File: src/rtl/bcd_pkg.sv
// Shared constants and state type for the sequential binary-to-BCD converter.
// Latency: none (declarations only).
// Backpressure: not applicable.
package bcd_pkg;

  localparam logic [3:0] SIGN_NEG  = 4'b1111;
  localparam logic [3:0] SIGN_POS  = 4'b1110;
  localparam logic [3:0] DIG_BLANK = 4'b1110;

  typedef enum logic {
    IDLE = 1'b0,
    CONV = 1'b1
  } state_t;

endpackage

File: src/rtl/bcd_seq_converter_if.sv
// Start/done handshake and result bus between the ALU result register and the digit mux.
// Latency: none (wiring only).
// Backpressure: start is only honoured while ready is high; nothing is queued.
interface bcd_seq_converter_if #(
  parameter int IN_W   = 16,
  parameter int DIGITS = 5
);
  logic                  start;
  logic [IN_W-1:0]       bin_in;
  logic                  ready;
  logic                  done;
  logic [4*DIGITS-1:0]   bcd_out;
  logic [3:0]            sign_out;
  logic                  ovf;

  modport master (output start, bin_in, input ready, done, bcd_out, sign_out, ovf);
  modport slave  (input start, bin_in, output ready, done, bcd_out, sign_out, ovf);
endinterface

File: src/rtl/bcd_digit_adj.sv
// Shift-add-3 correction for one BCD digit: values 5..9 get +3 before the shift.
// Latency: combinational.
// Backpressure: not applicable.
module bcd_digit_adj (
  input  logic [3:0] d,
  output logic [3:0] q
);
  assign q = (d >= 4'd5) ? (d + 4'd3) : d;
endmodule

File: src/rtl/bcd_seq_converter.sv
// Iterative binary-to-BCD converter (shift-add-3), one input bit per clock, signed or unsigned.
// Latency: start accepted at edge N, done pulses after edge N+IN_W; a new start is accepted in the done cycle.
// Backpressure: ready is low while converting; start during that time is dropped. Optional `LEADING_ZERO_BLANK_EN blanks leading zeros.
module bcd_seq_converter
  import bcd_pkg::*;
#(
  parameter int IN_W   = 16,
  parameter int DIGITS = 5,
  parameter bit SIGNED = 1'b1
) (
  input  logic             clk,
  input  logic             reset,
  bcd_seq_converter_if.slave bus
);

  localparam int CNT_W = $clog2(IN_W + 1);

  state_t                state;
  logic [CNT_W-1:0]      cnt;
  logic [IN_W-1:0]       mag;
  logic [4*DIGITS-1:0]   dig;
  logic                  neg;
  logic                  ovf_acc;

  logic                  ready_q;
  logic                  done_q;
  logic [4*DIGITS-1:0]   bcd_q;
  logic [3:0]            sign_q;
  logic                  ovf_q;

  logic [4*DIGITS-1:0]   adj;
  logic [4*DIGITS-1:0]   dig_sh;
  logic [IN_W-1:0]       mag_sh;
  logic                  top_bit;
  logic [4*DIGITS-1:0]   dig_disp;

  // One correction cell per digit ahead of the shift.
  for (genvar g = 0; g < DIGITS; g++) begin : g_adj
    bcd_digit_adj u_adj (
      .d (dig[4*g +: 4]),
      .q (adj[4*g +: 4])
    );
  end

  // The bit leaving the top digit has nowhere to go; it only feeds the overflow flag.
  assign {top_bit, dig_sh, mag_sh} = {adj, mag, 1'b0};

`ifdef LEADING_ZERO_BLANK_EN
  logic lead_zero;

  // Blank zero digits from the top down until the first nonzero one; digit 0 always shows.
  always_comb begin
    dig_disp  = dig_sh;
    lead_zero = 1'b1;
    for (int i = DIGITS - 1; i >= 1; i--) begin
      if (lead_zero && (dig_sh[4*i +: 4] == 4'd0)) begin
        dig_disp[4*i +: 4] = DIG_BLANK;
      end else begin
        lead_zero = 1'b0;
      end
    end
  end
`else
  assign dig_disp = dig_sh;
`endif

  // Control FSM, datapath shift register and registered outputs.
  always_ff @(posedge clk) begin
    if (reset) begin
      state   <= IDLE;
      cnt     <= '0;
      mag     <= '0;
      dig     <= '0;
      neg     <= 1'b0;
      ovf_acc <= 1'b0;
      ready_q <= 1'b1;
      done_q  <= 1'b0;
      bcd_q   <= '0;
      sign_q  <= SIGN_POS;
      ovf_q   <= 1'b0;
    end else begin
      done_q <= 1'b0;
      case (state)
        IDLE: begin
          if (bus.start) begin
            // Most negative input negates to itself, which read unsigned is the right magnitude.
            mag     <= (SIGNED && bus.bin_in[IN_W-1]) ? -bus.bin_in : bus.bin_in;
            neg     <= SIGNED && bus.bin_in[IN_W-1];
            dig     <= '0;
            ovf_acc <= 1'b0;
            cnt     <= CNT_W'(IN_W);
            ready_q <= 1'b0;
            state   <= CONV;
          end
        end
        CONV: begin
          dig     <= dig_sh;
          mag     <= mag_sh;
          ovf_acc <= ovf_acc | top_bit;
          cnt     <= cnt - 1'b1;
          if (cnt == CNT_W'(1)) begin
            bcd_q   <= dig_disp;
            sign_q  <= neg ? SIGN_NEG : SIGN_POS;
            ovf_q   <= ovf_acc | top_bit;
            done_q  <= 1'b1;
            ready_q <= 1'b1;
            state   <= IDLE;
          end
        end
        default: state <= IDLE;
      endcase
    end
  end

  assign bus.ready    = ready_q;
  assign bus.done     = done_q;
  assign bus.bcd_out  = bcd_q;
  assign bus.sign_out = sign_q;
  assign bus.ovf      = ovf_q;

endmodule

File: src/flat_wrapper.sv
// flat-port wrapper written by rule: the top's interface ports become plain ports
module bcd_seq_converter_flat import bcd_pkg::*;
#(
  parameter int IN_W   = 16,
  parameter int DIGITS = 5,
  parameter bit SIGNED = 1'b1
)
  (clk, reset, bus_start, bus_bin_in, bus_ready, bus_done, bus_bcd_out, bus_sign_out, bus_ovf);
  bcd_seq_converter_if #(.IN_W(IN_W), .DIGITS(DIGITS)) bus_i ();
  input  logic clk;
  input  logic reset;
  input wire logic [$bits(bus_i.start)-1:0] bus_start;
  input wire logic [$bits(bus_i.bin_in)-1:0] bus_bin_in;
  output wire logic [$bits(bus_i.ready)-1:0] bus_ready;
  output wire logic [$bits(bus_i.done)-1:0] bus_done;
  output wire logic [$bits(bus_i.bcd_out)-1:0] bus_bcd_out;
  output wire logic [$bits(bus_i.sign_out)-1:0] bus_sign_out;
  output wire logic [$bits(bus_i.ovf)-1:0] bus_ovf;
  assign bus_i.start = bus_start;
  assign bus_i.bin_in = bus_bin_in;
  assign bus_ready = bus_i.ready;
  assign bus_done = bus_i.done;
  assign bus_bcd_out = bus_i.bcd_out;
  assign bus_sign_out = bus_i.sign_out;
  assign bus_ovf = bus_i.ovf;
  bcd_seq_converter #(.IN_W(IN_W), .DIGITS(DIGITS), .SIGNED(SIGNED)) u_core (.clk(clk), .reset(reset), .bus(bus_i));
endmodule
File: config.mk
export PLATFORM = sky130hd
export DESIGN_NAME = bcd_seq_converter_flat
export DESIGN_NICKNAME = d
export VERILOG_FILES = /design/src/rtl/bcd_pkg.sv /design/src/rtl/bcd_seq_converter_if.sv /design/src/rtl/bcd_digit_adj.sv /design/src/rtl/bcd_seq_converter.sv /design/src/flat_wrapper.sv
export SDC_FILE = /design/constraint.sdc
export NUM_CORES = 1
export LEC_CHECK = 0
export CELL_PAD_IN_SITES_DETAIL_PLACEMENT = 2
export CELL_PAD_IN_SITES_GLOBAL_PLACEMENT = 2
export CORE_ASPECT_RATIO = 1.5
export CORE_MARGIN = 2
export CORE_UTILIZATION = 35
export DETAILED_ROUTE_END_ITERATION = 10
export HOLD_SLACK_MARGIN = 0.08
export PLACE_DENSITY_LB_ADDON = 0.1
export SYNTH_ARGS = -nofsm -noshare
export SYNTH_HDL_FRONTEND = slang
export SYNTH_SLANG_ARGS = --single-unit
File: constraint.sdc
create_clock -name clk -period 3.1 [get_ports clk]
set_input_delay 0.465 -clock clk [delete_from_list [all_inputs] [get_ports clk]]
set_output_delay 0.465 -clock clk [all_outputs]
set_load 0.01 [all_outputs]
; After elaboration in Yosys (flattened, before gate mapping)
; Index checks and enable logic that the tools add are counted.
[totals]
wordCells = 53
input_bits = 19
reg_bits = 71
[op_classes]
bitwise_logic = 2
n_reduce_logical = 4
muxes = 21
eq_ne = 3
addsub = 7
order_cmp = 5
[op_table]
columns = op, n
row1 = one-hot mux 20 bit (2 select lines), 1
row2 = 2-to-1 mux 16 bit, 2
row3 = one-hot mux 16 bit (2 select lines), 1
row4 = "adder 4 x 2 -> 4 bit, second input constant", 5
row5 = ">= comparator 4 x 3 -> 1 bit, second input constant", 5
row6 = 2-to-1 mux 20 bit, 1
row7 = 2-to-1 mux 4 bit, 5
row8 = negator 16 bit, 1
row9 = one-hot mux 5 bit (2 select lines), 1
row10 = 2-to-1 mux 1 bit, 6
row11 = one-hot mux 1 bit (2 select lines), 3
row12 = AND reduction 2 bit, 3
row13 = "== test 5 x 1 -> 1 bit, second input constant", 1
row14 = 2-to-1 mux 5 bit, 1
row15 = "subtractor 5 x 1 -> 5 bit, second input constant", 1
row16 = "!= test 2 bit, second input constant", 2
row17 = OR reduction 2 bit, 1
row18 = NOT 1 bit, 1
row19 = OR 1 bit, 1

; Longest topological paths before layout
[depth]
depth_word = 4
mapped_depth = 7

; Modules after synthesis
; Synthesis repeated with hierarchy kept, for this count alone.
[unflattened]
cells_unflattened = 463
hier_area_um2 = 3667.3
[by_module_without_submodules]
columns = mod, cells_per_inst, area_each_um2, instances, seq_area_each_um2
row1 = bcd_seq_converter, 383, 3160.5, 1, 1361.3
row2 = bcd_digit_adj, 16, 101.3, 5, 0.0

; Worst setup path before layout
; OpenSTA, ideal clock, no wires.
[synth_path]
path_type = input -> register
startpoint = input port bus_bin_in[4]
endpoint = register u_core.mag[13]
setup_time_ps = 131
setup_slack_ps = 1476
path_buffers = 0
arrival_time_ps = 1493
required_ps = 2969
stages = 5
cell_sequence = nor4_4 nand3_2 o31ai_2 xor2_1 o22ai_1
[synth_between]
elab_chain_len = 4
[synth_lines]
columns = element, line_no
row1 = start: declaration, flat_wrapper.sv:13  ; input wire logic [$bits(bus_i.bin_in)-1:0] bus_bin_in;
row2 = negator 16 bit, bcd_seq_converter.sv:87  ; mag <= (SIGNED && bus.bin_in[IN_W-1]) ? -bus.bin_in : bus.bin_in;
row3 = 2-to-1 mux 16 bit, bcd_seq_converter.sv:87
row4 = 2-to-1 mux 16 bit, bcd_seq_converter.sv:85  ; if (bus.start) begin
row5 = one-hot mux 16 bit (2 select lines), bcd_seq_converter.sv:83  ; case (state)
row6 = end signal: assignment, bcd_seq_converter.sv:87
row7 = end signal: assignment, bcd_seq_converter.sv:98  ; mag <= mag_sh;
row8 = end: declaration, bcd_seq_converter.sv:20  ; logic [IN_W-1:0] mag;
; Every way passes these cells. The select of a mux whose other input is x is not followed.
; A chain may end at the register's enable or synchronous reset.

; Final worst setup path
; Same ends and word-level chain as after synthesis.

==> impl_metrics.py <==
metrics = {
    "global_routing": {
        "first_global_vias": 3323,
        "grt.overflow.total": 0,
        "antenna_found_initial": 0,
        "grt_usage_pct": 17.8,
        "grt_pass1_wl_um": 15600,
        "grt_start_max_net_pins": 85,
    },
    "logic_synthesis": {
        "ys_ff_latch": 68,
        "ys_warn_count": 0,
        "syn_area_um2": 3450,
        "synth_common_cells": "dfxtp_1 (68), a21oi_1 (64), nor2_1 (55)",
        "async_flop_share_pct": 0,
        "netlist_top_cells_area": "dfxtp_1 (39%), a21oi_1 (9.3%), nor2_1 (6.0%)",
        "yosysSeqAreaShare_pct": 39.4,
        "synth_edf_count": 0,
        "synth_top_area_cell": "dfxtp_1",
        "synth_cell_types": 38,
        "synth_top_cell_area_share_pct": 39.4,
        "synth.most_common_cell": "dfxtp_1",
        "avgSynthCellArea_um2": 7.85,
        "synthCells": 440,
        "ys.flop_type": "dfxtp_1",
    },
    "routing": {
        "drtIter0Drc": 97,
        "viasPerCell": 5.35,
        "drc_errors": 0,
        "vias": 3149,
        "wire_per_inst_um": 15.3,
        "ant_nets": 0,
        "wl_um": 9040,
        "first_pass_iters": 4,
    },
    "clock_tree": {
        "cts_tree": "yes",
        "cts_max_level": 3,
        "post_cts_buffers": 0,
        "hold_buffers": 0,
        "worstSkewPairLatency_ns": 0.33,
        "cts_made_buffers": 9,
        "ctsLongestPathBuffers": 2,
        "root_buffer": "clkbuf_16",
        "clk_pin_slew_ns": 0.05,
        "clock_sinks": 68,
        "cts.repair.resized": 0,
    },
    "worst_setup_path": {
        "cp_max_fo": 6,
        "critPathSlowestCell": "clkdlybuf4s50_1",
        "crit_required_ns": 3.30,
        "endpoint_kind": "register",
        "max_stage_delay_ns": 0.49,
        "arrival_ns": 2.19,
        "startpoint_type": "input pin",
        "critical_path.cell_chain": "clkdlybuf4s50_1 -> nor4_4 -> nand3_2 -> o31ai_2 -> xor2_1 -> o22ai_1",
        "crit_type": "in2reg",
    },
    "timing": {
        "slew_headroom_pct": 48.9,
        "period_minus_slack_ns": 1.99,
        "clock.fmax_ghz": 0.503,
        "tightest_slew_ns": 0.767,
        "setup_viol_count_final": 0,
        "skew_ns": 0.00663,
        "finalCritPeriodShare_pct": 64.2,
        "setup_tns_ns": 0,
        "finalHoldViolCount": 0,
        "slew_violations": 0,
        "grt_setup_unrepaired": "false",
    },
    "power_and_ir_drop": {
        "clkPwrFrac_pct": 49.9,
        "powerDensity_nw_per_um2": 534,
        "combPwrFrac_pct": 9.7,
        "power.net_switching_mw": 0.521,
        "internal_power_mw": 1.76,
        "seq_power_share_pct": 40.4,
        "fin_total_pwr_mw": 2.28,
        "max-vdd-ir-drop_mv": 0.317,
        "p_sw_share_pct": 22.8,
        "leakage_nw": 1.55,
    },
    "die": {
        "die-area_um2": 10700,
        "ios": 46,
        "initial_utilization_pct": 35.8,
        "core-area_um2": 9630,
        "row_count": 44,
        "die_y_um": 126,
        "die_x_um": 85.1,
    },
    "cells_and_area": {
        "drive_gt1_share_pct": 6.54,
        "multi_input_area_um2": 1890,
        "area_delta_synth_final_pct": 23.8,
        "regArea_um2": 1360,
        "diodes": 0,
        "fill_cells": 1121,
        "finalInstanceArea_um2": 4270,
        "fin_util_pct": 44.4,
        "fin_nets": 501,
    },
    "hold_path": {
        "holdCritPathClass": "reg2reg",
    },
    "flow_run": {
        "max_cap_violations": 0,
    },
    "placement": {
        "io_buffers": 42,
        "routabilityCongestion": 0.764,
        "hpwl_um": 6540,
        "place_area_um2": 3940,
    },
    "status": {
        "outcome": "completed",
    },
}
[cells by family (layout without fill, tap and decap cells)]
kind of cell	Yosys count	after routing	share of synthesized area [%]
compound gates	107	107	18.0
xor+xnor	19	19	4.82
fa+ha+maj	13	13	4.71
buf+inv	50	82	6.05
flops	68	68	39.4
mux	8	8	2.32
other cells	1	3	0.109
simple gates	174	174	24.5
[power by group through the flow]
stage	Clock, mW	Combinational [mW]	Sequential (mW)
finish	1.14	0.221	0.923
global route	1.20	0.250	0.926
CTS	1.17	0.226	0.923
detailed placement	0	0.225	0.942
global placement	0	0.217	0.940
floorplan	0	0.148	0.937
[state kept, by name (all words and copies together) (netlist names)]
| signal | flops |
|---|---|
| u_core.state | 1 |
| u_core.neg | 1 |
| u_core.ovf_acc | 1 |
| u_core.mag | 16 |
| u_core.bus.ready | 1 |
| u_core.dig | 20 |
| u_core.bus.ovf | 1 |
| u_core.bus.bcd_out | 20 |
| u_core.bus.done | 1 |
| u_core.cnt | 5 |
| u_core.bus.sign_out | 1 |
[cell usage in the layout (no fill, tap or decap), types with 2 or more instances in the layout]
master	synthesis	final
nand4b_1	2	2
inv_1	18	18
nand2b_1	12	12
xor2_1	11	11
nor2_1	55	55
clkbuf_16	0	9
clkbuf_8	0	3
clkdlybuf4s50_1	0	41
a21oi_1	64	64
a311oi_1	4	4
a211oi_1	6	6
o21ai_0	16	16
o31ai_2	2	2
bufinv_16	0	2
a211o_1	2	2
dfxtp_1	68	67
nor3b_1	18	18
nand2_1	51	51
nand3_1	3	3
xnor2_1	8	8
mux2i_1	8	8
conb_1	1	3
buf_4	4	5
o22ai_1	7	7
clkinv_2	0	2
or3_1	3	3
ha_1	13	13
nor3_1	24	24
[worst max-delay path, delay by kind of cell]
| kind | cells | cell delay, ns |
|---|---|---|
| AOI/OAI and AO/OA | 2 | 0.37 |
| xor gates and xnor gates | 1 | 0.18 |
| buffers and inverters | 1 | 0.49 |
| and+or+nand+nor | 2 | 0.68 |
[path summary, 6_finish.rpt]
kind,startpoint,to,cells after the start,slack [ns]
hold / removal,u_core.bus.bcd_out[6],u_core.bus.bcd_out[6],2,0.46
setup / recovery,bus_bin_in[4],u_core.mag[13],6,1.11
setup reg to reg,u_core.cnt[1],u_core.bus.bcd_out[12],6,1.24
hold reg to reg,u_core.bus.bcd_out[6],u_core.bus.bcd_out[6],2,0.46
[per-stage QoR]
step           hold WS, ns  instances  setup slack, ns
2_1_floorplan        0.427        442             1.48
3_3_place_gp         0.441        573            0.823
3_5_place_dp         0.453        573            0.750
4_1_cts              0.460        589             1.10
5_1_grt              0.477        589             1.02
6_report             0.455        589             1.11
[final cells by class]
class | instances | share of cell area, %
flip-flops and latches | 68 | 31.9
repair buffers | 48 | 11.1
clock buffers | 12 | 6.24
inverters | 18 | 1.58
clock inverters | 4 | 1.64
multi-input cells | 324 | 44.2
well taps | 115 | 3.37
[layer usage]
layer / global-route usage [%] / wire [um] / vias to the layer above
met1: 19.5 / 3770 / 1532
met4: 5.88 / 127 / 0
met2: 33.8 / 4930 / 44
met5: 0 / 0 / -
li1: - / - / 1562
met3: 3.21 / 215 / 11
Note: power is estimated with default switching activity, not from simulation.
